[config.mk]
export PLATFORM = sky130hd
export DESIGN_NAME = vga_timing_gen
export DESIGN_NICKNAME = d
export VERILOG_FILES = /design/src/rtl/vga_timing_gen.sv
export SDC_FILE = /design/constraint.sdc
export NUM_CORES = 1
export LEC_CHECK = 0
export ABC_AREA = 0
export CAP_MARGIN = 20
export CORE_MARGIN = 2
export CORE_UTILIZATION = 35
export CTS_CLUSTER_DIAMETER = 30
export CTS_CLUSTER_SIZE = 20
export DETAILED_ROUTE_END_ITERATION = 6
export PLACE_DENSITY_LB_ADDON = 0.2
export SETUP_SLACK_MARGIN = 0.3
export SLEW_MARGIN = 5
export SYNTH_ARGS = -nofsm -noshare
export SYNTH_HDL_FRONTEND = slang
export SYNTH_SLANG_ARGS = --single-unit
[constraint.sdc]
create_clock -name clk_i -period 7.2 [get_ports clk_i]
set_input_delay 1.08 -clock clk_i [delete_from_list [all_inputs] [get_ports clk_i]]
set_output_delay 1.08 -clock clk_i [all_outputs]
set_load 0.05 [all_outputs]
[src/rtl/vga_timing_gen.sv]
// vga_timing_gen: parameterised VGA raster timing generator (sync, active flags, coordinates, line/frame/fetch strobes)
// Ports: clk_i video clock; rst_i async active-low reset; ce_i pixel enable;
//   hs/vs sync; h_active/v_active/blank_n visible-window flags; x/y current counters;
//   line_start/frame_start/fetch_req one-cycle strobes; fetch_line row to prefetch.
module vga_timing_gen #(
  parameter int   H_ACTIVE = 640,
  parameter int   H_FP     = 16,
  parameter int   H_SYNC   = 96,
  parameter int   H_BP     = 48,
  parameter int   V_ACTIVE = 480,
  parameter int   V_FP     = 10,
  parameter int   V_SYNC   = 2,
  parameter int   V_BP     = 33,
  parameter logic HS_POL   = 1'b0,
  parameter logic VS_POL   = 1'b0,
  parameter int   CW       = 10
) (
  input  logic          clk_i,
  input  logic          rst_i,
  input  logic          ce_i,
  output logic          hs,
  output logic          vs,
  output logic          h_active,
  output logic          v_active,
  output logic          blank_n,
  output logic [CW-1:0] x,
  output logic [CW-1:0] y,
  output logic          line_start,
  output logic          frame_start,
  output logic          fetch_req,
  output logic [CW-1:0] fetch_line
);
  localparam int H_TOTAL  = H_ACTIVE + H_FP + H_SYNC + H_BP;
  localparam int V_TOTAL  = V_ACTIVE + V_FP + V_SYNC + V_BP;
  localparam int HS_START = H_ACTIVE + H_FP;
  localparam int HS_END   = HS_START + H_SYNC;
  localparam int VS_START = V_ACTIVE + V_FP;
  localparam int VS_END   = VS_START + V_SYNC;
  logic [CW-1:0] x_q, x_d, y_q, y_d, fl_q, fl_d;
  logic          hs_q, vs_q, ha_q, va_q, bn_q, ls_q, fs_q, fr_q;
  logic          h_wrap, fr_d;
  // All outputs are computed from the next counter values so they describe
  // the counters in the same cycle the counters hold them.
  always_comb begin
    h_wrap = 32'(x_q) == H_TOTAL - 1;
    x_d    = h_wrap ? '0 : x_q + 1'b1;
    y_d    = !h_wrap ? y_q : (32'(y_q) == V_TOTAL - 1 ? '0 : y_q + 1'b1);
    fl_d   = 32'(y_d) == V_TOTAL - 1 ? '0 : y_d + 1'b1;
    fr_d   = 32'(x_d) == H_ACTIVE && (32'(y_d) + 1 < V_ACTIVE || 32'(y_d) == V_TOTAL - 1);
  end
  always_ff @(posedge clk_i or negedge rst_i) begin
    if (!rst_i) begin
      x_q  <= CW'(H_TOTAL - 1);
      y_q  <= CW'(V_TOTAL - 1);
      hs_q <= ~HS_POL;
      vs_q <= ~VS_POL;
      ha_q <= 1'b0;
      va_q <= 1'b0;
      bn_q <= 1'b0;
      ls_q <= 1'b0;
      fs_q <= 1'b0;
      fr_q <= 1'b0;
      fl_q <= '0;
    end else if (ce_i) begin
      x_q  <= x_d;
      y_q  <= y_d;
      hs_q <= (32'(x_d) >= HS_START && 32'(x_d) < HS_END) ? HS_POL : ~HS_POL;
      vs_q <= (32'(y_d) >= VS_START && 32'(y_d) < VS_END) ? VS_POL : ~VS_POL;
      ha_q <= 32'(x_d) < H_ACTIVE;
      va_q <= 32'(y_d) < V_ACTIVE;
      bn_q <= 32'(x_d) < H_ACTIVE && 32'(y_d) < V_ACTIVE;
      ls_q <= x_d == '0;
      fs_q <= x_d == '0 && y_d == '0;
      fr_q <= fr_d;
      if (fr_d) fl_q <= fl_d;
    end else begin
      ls_q <= 1'b0;
      fs_q <= 1'b0;
      fr_q <= 1'b0;
    end
  end
  assign hs          = hs_q;
  assign vs          = vs_q;
  assign h_active    = ha_q;
  assign v_active    = va_q;
  assign blank_n     = bn_q;
  assign x           = x_q;
  assign y           = y_q;
  assign line_start  = ls_q;
  assign frame_start = fs_q;
  assign fetch_req   = fr_q;
  assign fetch_line  = fl_q;
endmodule

==> summary by stage, run 1 <==
Outcome
The flow ran to the end, and the final reports show no timing, DRC or antenna violations.

Routing
The average via count per standard cell is 5.52. The remaining antenna violation count is 0. The detailed router placed 2449 vias in this run. The post-detailed-routing wire length is about 7300 um. Before antenna repair, the detailed router went through 4 iterations. The post-detailed-route DRC marker count is 0. The wire length per cell is 16.5 um. The number of violations reported at the end of detailed-routing iteration 0 is roughly 190.

Yosys
Summed over all instances, the cell type with the most area after synthesis is sky130_fd_sc_hd__dfrtp_1. The number of warnings issued by yosys is 0. In this run, synthesis inferred 0 flip-flops with an integrated enable. The cell area that synthesis handed to floorplanning was roughly 2700 um^2.

The synthesized area divided by synthesized cell count is roughly 8.6 um^2. Of the post-synthesis cell area, the dominant cell type holds a little under a quarter. The register bit total from synthesis is 38. The number of nets handed over by synthesis was ~330.

Of all flip-flops after synthesis, the portion carrying an async set or reset was 100%. The predominant post-synthesis flop cell is sky130_fd_sc_hd__dfrtp_1. Counting every instance in the synthesized netlist gives 317. The share of the Yosys chip area taken by registers is 35.5%. By area the synthesized netlist is led by sky130_fd_sc_hd__dfrtp_1, sky130_fd_sc_hd__dfstp_2, sky130_fd_sc_hd__nor2_1. The netlist uses 55 different library cells.

Cells and area
The repair_antennas step left the layout with diodes totalling 0. In the final layout, flip-flops and latches occupy between 900 and 1000 um^2. The total of fill cells in the finished design is between 700 and 800. Cells with a size suffix above 1 make up roughly a tenth of the layout. The final cell count without fillers is approximately 440.

In the final layout, the multi-input gates occupy ~1600 um^2. For this run, the post-layout net count is ~350. The area growth from synthesis to layout is 18.9%.

Placed design
Summed over all nets, the half-perimeter wirelength after detailed placement is ~5400 um. The last weighted congestion value of the routability-driven placer is between 0.9 and 1. Once placement completed, the tool counted placed cells totaling roughly 440. The number of buffers added on ports is 40.

Timing
Headroom to the max-slew limit came out at between 40% and 50%. The summed negative setup slack over all endpoints is 0 ps. Hold timing on the final database bottoms out at a slack of slightly below 500 ps.

Setup violations remaining at the end of the flow were counted as 0. The final hold violation count is 0. The clock arrives with 6.47 ps of skew.

The post-route minimum period is ~4100 ps. Dividing the final minimum period by the clock period gives between 50% and 60%. For this run, the top clock speed supported by timing is approximately 250 MHz. The final max-slew violation count was 0. Setup repair after global routing left no endpoint under its margin. For the pin with the worst max-slew slack, the measured transition is roughly 850 ps.

Global route
The first-pass GRT wire length is between 10000 and 15000 um. The pin count of the biggest net entering global routing is 39. The number of antenna violations at the first check in global routing is 0. The number of global-route vias before repair is between 2000 and 2500. The remaining global-route overflow is 0.

In the global route stage, overall resource usage came out at between 10% and 20%.

Pwr
The worst-case IR drop observed on VDD is 0.172 mV. The logic gate share of total power is about two fifths. The net switching power is approximately 0.32 mW. The clock network accounts for a little over a fifth of the total power. Internal power comes to around 0.43 mW. The power share of the sequential group is 40.2%. The ratio of total power to cell area is between 200 and 250 nW/um^2.

The switching fraction of total power is 42.7%. The static leakage is ~1.3 nW.

Clock network
The number of hold buffers added after CTS was 0. The clock tree from TritonCTS is built. At the later pin of the worst-skew pair, clock insertion delay measures 300 ps. Clock tree synthesis inserted a total of 5 buffers.

The number of post-CTS setup repair buffers is 0. The clock passes through at most 2 buffers. CTS built an H-tree with a depth of 2. The quantity of gates resized following cts is 0.

The tree is rooted in a sky130_fd_sc_hd__clkbuf_8. Clock-pin slew was measured on the worst setup and hold paths at around 80 ps. The number of clock sinks is 38.

Hold path
The worst hold path belongs to the class flop to flop.

Worst setup path
Data on the critical path is required at its endpoint by ~7400 ps. Of all nets on the critical path, the largest fanout is 11. Data arrives at the worst endpoint at between 4000 and 5000 ps. The startpoint class of the critical path is a flop. The critical path in this run is classified as flop to flop. Across all register-to-register paths, the minimum setup slack is 3130 ps. The endpoint class of the critical path is a flop.

Floorplanning
The height of the die is just over 90 um. The area of the die is between 8000 and 9000 um^2. Once the floorplan was initialized, standard cells occupied roughly 36% of the core. The floorplan step set the die width to approximately 92 um.

The I/O pin total is a little over 40. In this run the core area contains 32 standard-cell rows. The area of the core is between 7000 and 8000 um^2.

Run
Max-cap violations in this run came to 0.
## cell usage after synthesis (3+ instances only)
| library cell | count |
|---|---|
| sky130_fd_sc_hd__nand4_1 | 15 |
| sky130_fd_sc_hd__nand2_1 | 24 |
| sky130_fd_sc_hd__and3_1 | 8 |
| sky130_fd_sc_hd__inv_1 | 8 |
| sky130_fd_sc_hd__a21oi_1 | 16 |
| sky130_fd_sc_hd__o21ai_0 | 22 |
| sky130_fd_sc_hd__xnor2_1 | 13 |
| sky130_fd_sc_hd__o41ai_1 | 3 |
| sky130_fd_sc_hd__a31oi_1 | 6 |
| sky130_fd_sc_hd__mux2_4 | 3 |
| sky130_fd_sc_hd__xor2_1 | 10 |
| sky130_fd_sc_hd__and4_1 | 3 |
| sky130_fd_sc_hd__buf_6 | 3 |
| sky130_fd_sc_hd__o31ai_1 | 10 |
| sky130_fd_sc_hd__or3_1 | 3 |
| sky130_fd_sc_hd__nor2b_1 | 3 |
| sky130_fd_sc_hd__mux2_2 | 3 |
| sky130_fd_sc_hd__nand3_1 | 13 |
| sky130_fd_sc_hd__and2_1 | 6 |
| sky130_fd_sc_hd__nor2_1 | 31 |
| sky130_fd_sc_hd__clkbuf_1 | 20 |
| sky130_fd_sc_hd__dfstp_2 | 12 |
| sky130_fd_sc_hd__dfrtp_1 | 26 |
| sky130_fd_sc_hd__nor3_1 | 8 |
| sky130_fd_sc_hd__ha_1 | 7 |
## logic make-up after synthesis
family	Yosys count	share of synthesized area, %
AOI/OAI and AO/OA	80	19.7
xor gates and xnor gates	23	7.40
adders and majority gates	7	3.22
buffers and inverters	33	5.47
DFF	38	35.5
muxes	8	3.63
and+or+nand+nor	128	25.1
## worst paths after layout
kind                       startpoint       endpoint  depth (start not counted)
max reg2reg                      y[0]  fetch_line[5]                         13
min reg2reg                        hs             hs                          2
max                              y[0]  fetch_line[5]                         13
min                                hs             hs                          2
min in group asynchronous       rst_i           y[8]                          1
max in group asynchronous       rst_i       h_active                          1
## power by group through the flow
stage	combinational, mW	sequential (mW)	clock [mW]
global placement	0.291	0.307	0
floorplan	0.172	0.345	0
global route	0.318	0.312	0.173
CTS	0.295	0.304	0.166
finish	0.294	0.303	0.157
detailed placement	0.293	0.308	0
## cell usage in the layout, fill, tap and decap left out, drive strengths merged, types with 4 or more instances in the layout
cell,instances
dfrtp,26
nor2,31
clkbuf,6
mux2,6
o31ai,11
xnor2,13
nor3,9
nand4,15
xor2,10
dfstp,12
clkdlybuf4s50,39
nand3,13
inv,8
and3,8
nand2,24
ha,7
o21ai,22
and2,6
a31oi,6
a21oi,17
or3,4
## critical path, stage by stage (launching register included)
cell and delay (ps):
sky130_fd_sc_hd__dfrtp_1 480, sky130_fd_sc_hd__inv_1 150, sky130_fd_sc_hd__ha_1 170, sky130_fd_sc_hd__nor4b_1 560, sky130_fd_sc_hd__and3_1 300, sky130_fd_sc_hd__nor2_1 80, sky130_fd_sc_hd__a21boi_0 480, sky130_fd_sc_hd__ha_1 260
sky130_fd_sc_hd__nand4_1 90, sky130_fd_sc_hd__a22oi_1 230, sky130_fd_sc_hd__and4_1 380, sky130_fd_sc_hd__o31ai_4 130, sky130_fd_sc_hd__or2_4 330, sky130_fd_sc_hd__mux2_4 300
## through the flow
stage | power [mW] | setup WS (ps) | utilization, % | instance area [um^2]
2_1_floorplan | 0.516 | 3420 | - | 2720
3_3_place_gp | 0.598 | 3280 | 41.1 | 3140
3_5_place_dp | 0.601 | 3140 | 41.1 | 3140
4_1_cts | 0.764 | 3120 | 42.3 | 3240
5_1_grt | 0.803 | 2600 | 42.3 | 3240
6_report | 0.754 | 3130 | 42.3 | 3240
## registers in the layout, indices dropped and copies added (netlist names)
name,count
fetch_req,1
x,10
v_active,1
frame_start,1
fetch_line,10
hs,1
h_active,1
line_start,1
blank_n,1
vs,1
y,10
## metal layers
metal  share of wire, %  vias to the layer above  global-route usage, %
met5                  0                        -                      0
met4                2.0                        0                   7.21
met3                4.4                       11                   3.12
met2                 48                       68                   31.1
met1                 45                     1156                   23.6
li1                   -                     1214                      -
## cell type report
class / instances / area share (%)
multi-input cells: 246 / 49.7
flip-flops and latches: 38 / 29.8
repair buffers: 42 / 12.7
well taps: 102 / 3.94
clock buffers: 6 / 2.55
inverters: 8 / 0.927
clock inverters: 2 / 0.386
No activity file was read; power rests on OpenSTA's default activity.
==> run 2, diff against run 1 <==
==> constraint.sdc (replaced) <==
create_clock -name clk_i -period 4 [get_ports clk_i]
set_input_delay 0.6 -clock clk_i [delete_from_list [all_inputs] [get_ports clk_i]]
set_output_delay 0.6 -clock clk_i [all_outputs]
set_load 0.05 [all_outputs]
==> summary by stage, run 2 (same netlist as run 1, synthesis figures left out) <==
Routing
The total iterations of the first detailed-routing run is 4 (unchanged). The number of violations reported at the end of detailed-routing iteration 0 is 167 (-11%). The wire length per cell is 16.0 um (-3.0%). The remaining antenna violation count is 0 (unchanged). The post-detailed-routing wire length is 7350 um (+0.27%). The post-detailed-route DRC marker count was 0 (unchanged). The average via count per standard cell is 5.53 (+0.33%).

The via count is 2540 (+3.7%).

Worst setup path
The endpoint class of the critical path is a flop. The worst endpoint required time is 4170 ps (-3220 ps). Tracing the worst setup path back leads to its startpoint at x[0]. The startpoint class of the critical path is a flop. In this run the critical register-to-register path is launched from x[0]. The arrival time at the worst endpoint was 3660 ps (-600 ps). The worst setup path category is flop to flop. The largest fanout on the critical path was 7 (-4).

Global route
The pin count of the biggest net entering global routing was 39 (unchanged). The number of global-route vias before repair was 2454 (+0.57%). The number of antenna violations at the first check in global routing is 0 (unchanged). The combined global-route utilization of all metal layers is 18.1% (-0.40 points). The first-pass GRT wire length came to 12500 um (-0.22%).

The remaining global-route overflow is 0 (unchanged).

Floorplanning
The starting utilization of the core area came to 35.6% (unchanged). The I/O pin total is 41 (unchanged). The width of the chip came to 92.2 um (unchanged). The number of placement rows is 32 (unchanged). The height of the die is 92.2 um (unchanged).

The area of the die is 8500 um^2 (unchanged). The area of the core is 7650 um^2 (unchanged).

Hold path
The class of the most critical hold timing path is input port to asynchronous set/reset pin.

Cells and area
The final core utilization is 44.2% (+1.8 points). The library cell used most frequently in the layout, excluding fill and tap cells, is sky130_fd_sc_hd__clkdlybuf4s50_1. The count of antenna diodes in the layout is 0 (unchanged). The total of fill cells in the finished design is 772 (-2.6%). The top cell types in the final layout, fill and taps aside, are sky130_fd_sc_hd__clkdlybuf4s50_1, sky130_fd_sc_hd__nor2_1, sky130_fd_sc_hd__dfrtp_1. The total number of nets in the final design was 366 (+4.3%). The fraction of final layout cells with drive strength greater than 1 is 15.7% (+5.5 points).

The area of all placed cells without fillers is 3380 um^2 (+4.3%). From synthesis to final layout, the design area changed by 24.0%.

Pwr
The post-layout total power is 1.37 mW (+81%). The ratio of total power to cell area is 405 nW/um^2 (+74%). The static leakage came to 1.34 nW (+5.8%). The maximum VDD drop is 0.264 mV (+54%).

Timing
The largest clock skew in the final design is 2.45 ps (-4.02 ps). The summed negative setup slack over all endpoints was 0 ps (unchanged). The post-route minimum period is 3490 ps (-584 ps).

The final hold violation count is 0 (unchanged). The normalized max-slew margin is 44.5% (+1.0 points). The fraction of the cycle the final worst path needs is 87.2% (+31 points).

The worst-case setup margin in the final layout is 512 ps (-2620 ps). The actual slew at the worst max-slew pin came to 833 ps (-15.2 ps). The number of setup violations in the final report is 0 (unchanged). The final max-slew violation count is 0 (unchanged). The highest clock frequency the design can meet is 287 MHz (+17%).

Setup repair after global routing left no endpoint under its margin.

Clock network
The clock-pin slew reported for the worst setup and hold paths after clock tree synthesis came to 80 ps (about the same). The maximum clock path buffer count is 2 (unchanged). TritonCTS built the clock tree.

The maximum level of the CTS H-tree is 2 (unchanged). The insertion delay to the later sink of the worst-skew pair is 280 ps (-20 ps). The number of clock sinks is 38 (unchanged). The root buffer cell is sky130_fd_sc_hd__clkbuf_8. The number of clock buffers inserted by TritonCTS is 5 (unchanged).

Placed design
The last weighted congestion value of the routability-driven placer is 0.898 (-1.7%). The placed cell area is 3250 um^2 (+3.3%). The detailed-placement wirelength estimate was 5420 um (+0.59%).

The pre-CTS setup slack came to 181 ps (-2960 ps). The number of buffers added on ports is 40 (unchanged).

Outcome
The flow ran to the end, and the final reports show no timing, DRC or antenna violations.

Run
The number of violations of the max-capacitance limit is 0 (unchanged).
## run 2: cell count changes in the layout (fill, tap and decap cells not counted), sizes merged
cell      before  now
buf            3   17
clkbuf         6    7
clkinvlp       1    0
or2            1    2
## run 2: layer usage
layer / track usage (%) / wire length (um) / up-vias
met4: 4.35 / 91 / 0
met1: 24.9 / 3370 / 1218
met5: 0 / 0 / -
li1: - / - / 1236
met2: 29.8 / 3530 / 78
met3: 2.88 / 357 / 8
## run 2: timing repair
action	in CTS	in global routing
setup endpoints to repair	5	10
gates resized for setup	4	4
setup buffers	0	1
gates cloned	0	1
hold endpoints to repair	0	0
pin swaps	0	2
hold buffers	0	0
## run 2: per-stage QoR
stage | instances | hold WS (ps)
after global routing | 459 | 511
after floorplan | 317 | 304
after global placement | 449 | 480
after detailed placement | 449 | 481
final | 459 | 415
after CTS | 457 | 446
## run 2: worst paths after layout
check	endpoint	slack [ps]	cells past startpoint
worst min-delay path	fetch_line[6]	410	1
worst max register to register	fetch_line[6]	510	12
worst min register to register	v_active	500	1
max in group asynchronous	x[7]	3060	1
worst max-delay path	fetch_line[6]	510	12
min in group clk_i	v_active	500	1
## run 2: layout make-up
| type | instances | area (um^2) | share of cell area, % |
|---|---|---|---|
| clock inverter | 1 | 5.00 | 0.148 |
| multi-input combinational | 247 | 1640 | 48.6 |
| timing repair buffer | 56 | 515 | 15.3 |
| clock buffer | 7 | 86.3 | 2.56 |
| inverter | 8 | 30.0 | 0.889 |
| tap | 102 | 128 | 3.78 |
| sequential | 38 | 970 | 28.7 |
## run 2: critical path, stage by stage (launching register included)
cell and delay [ps]:
sky130_fd_sc_hd__dfstp_4 650, sky130_fd_sc_hd__ha_2 240, sky130_fd_sc_hd__and4_2 300, sky130_fd_sc_hd__nand3_2 190
sky130_fd_sc_hd__a22o_1 340, sky130_fd_sc_hd__inv_1 90, sky130_fd_sc_hd__ha_1 180, sky130_fd_sc_hd__nand4_1 100
sky130_fd_sc_hd__a22oi_1 240, sky130_fd_sc_hd__and4_2 360, sky130_fd_sc_hd__o31ai_4 90, sky130_fd_sc_hd__or2_4 290
sky130_fd_sc_hd__mux2_4 300
## run 2: where the power goes
| group | internal, mW | switching [mW] | total, mW | leakage, nW |
|---|---|---|---|---|
| clock | 0.139 | 0.137 | 0.277 | 0.0482 |
| combinational | 0.211 | 0.348 | 0.558 | 0.841 |
| sequential | 0.444 | 0.0884 | 0.532 | 0.450 |
| total | 0.794 | 0.573 | 1.37 | 1.34 |
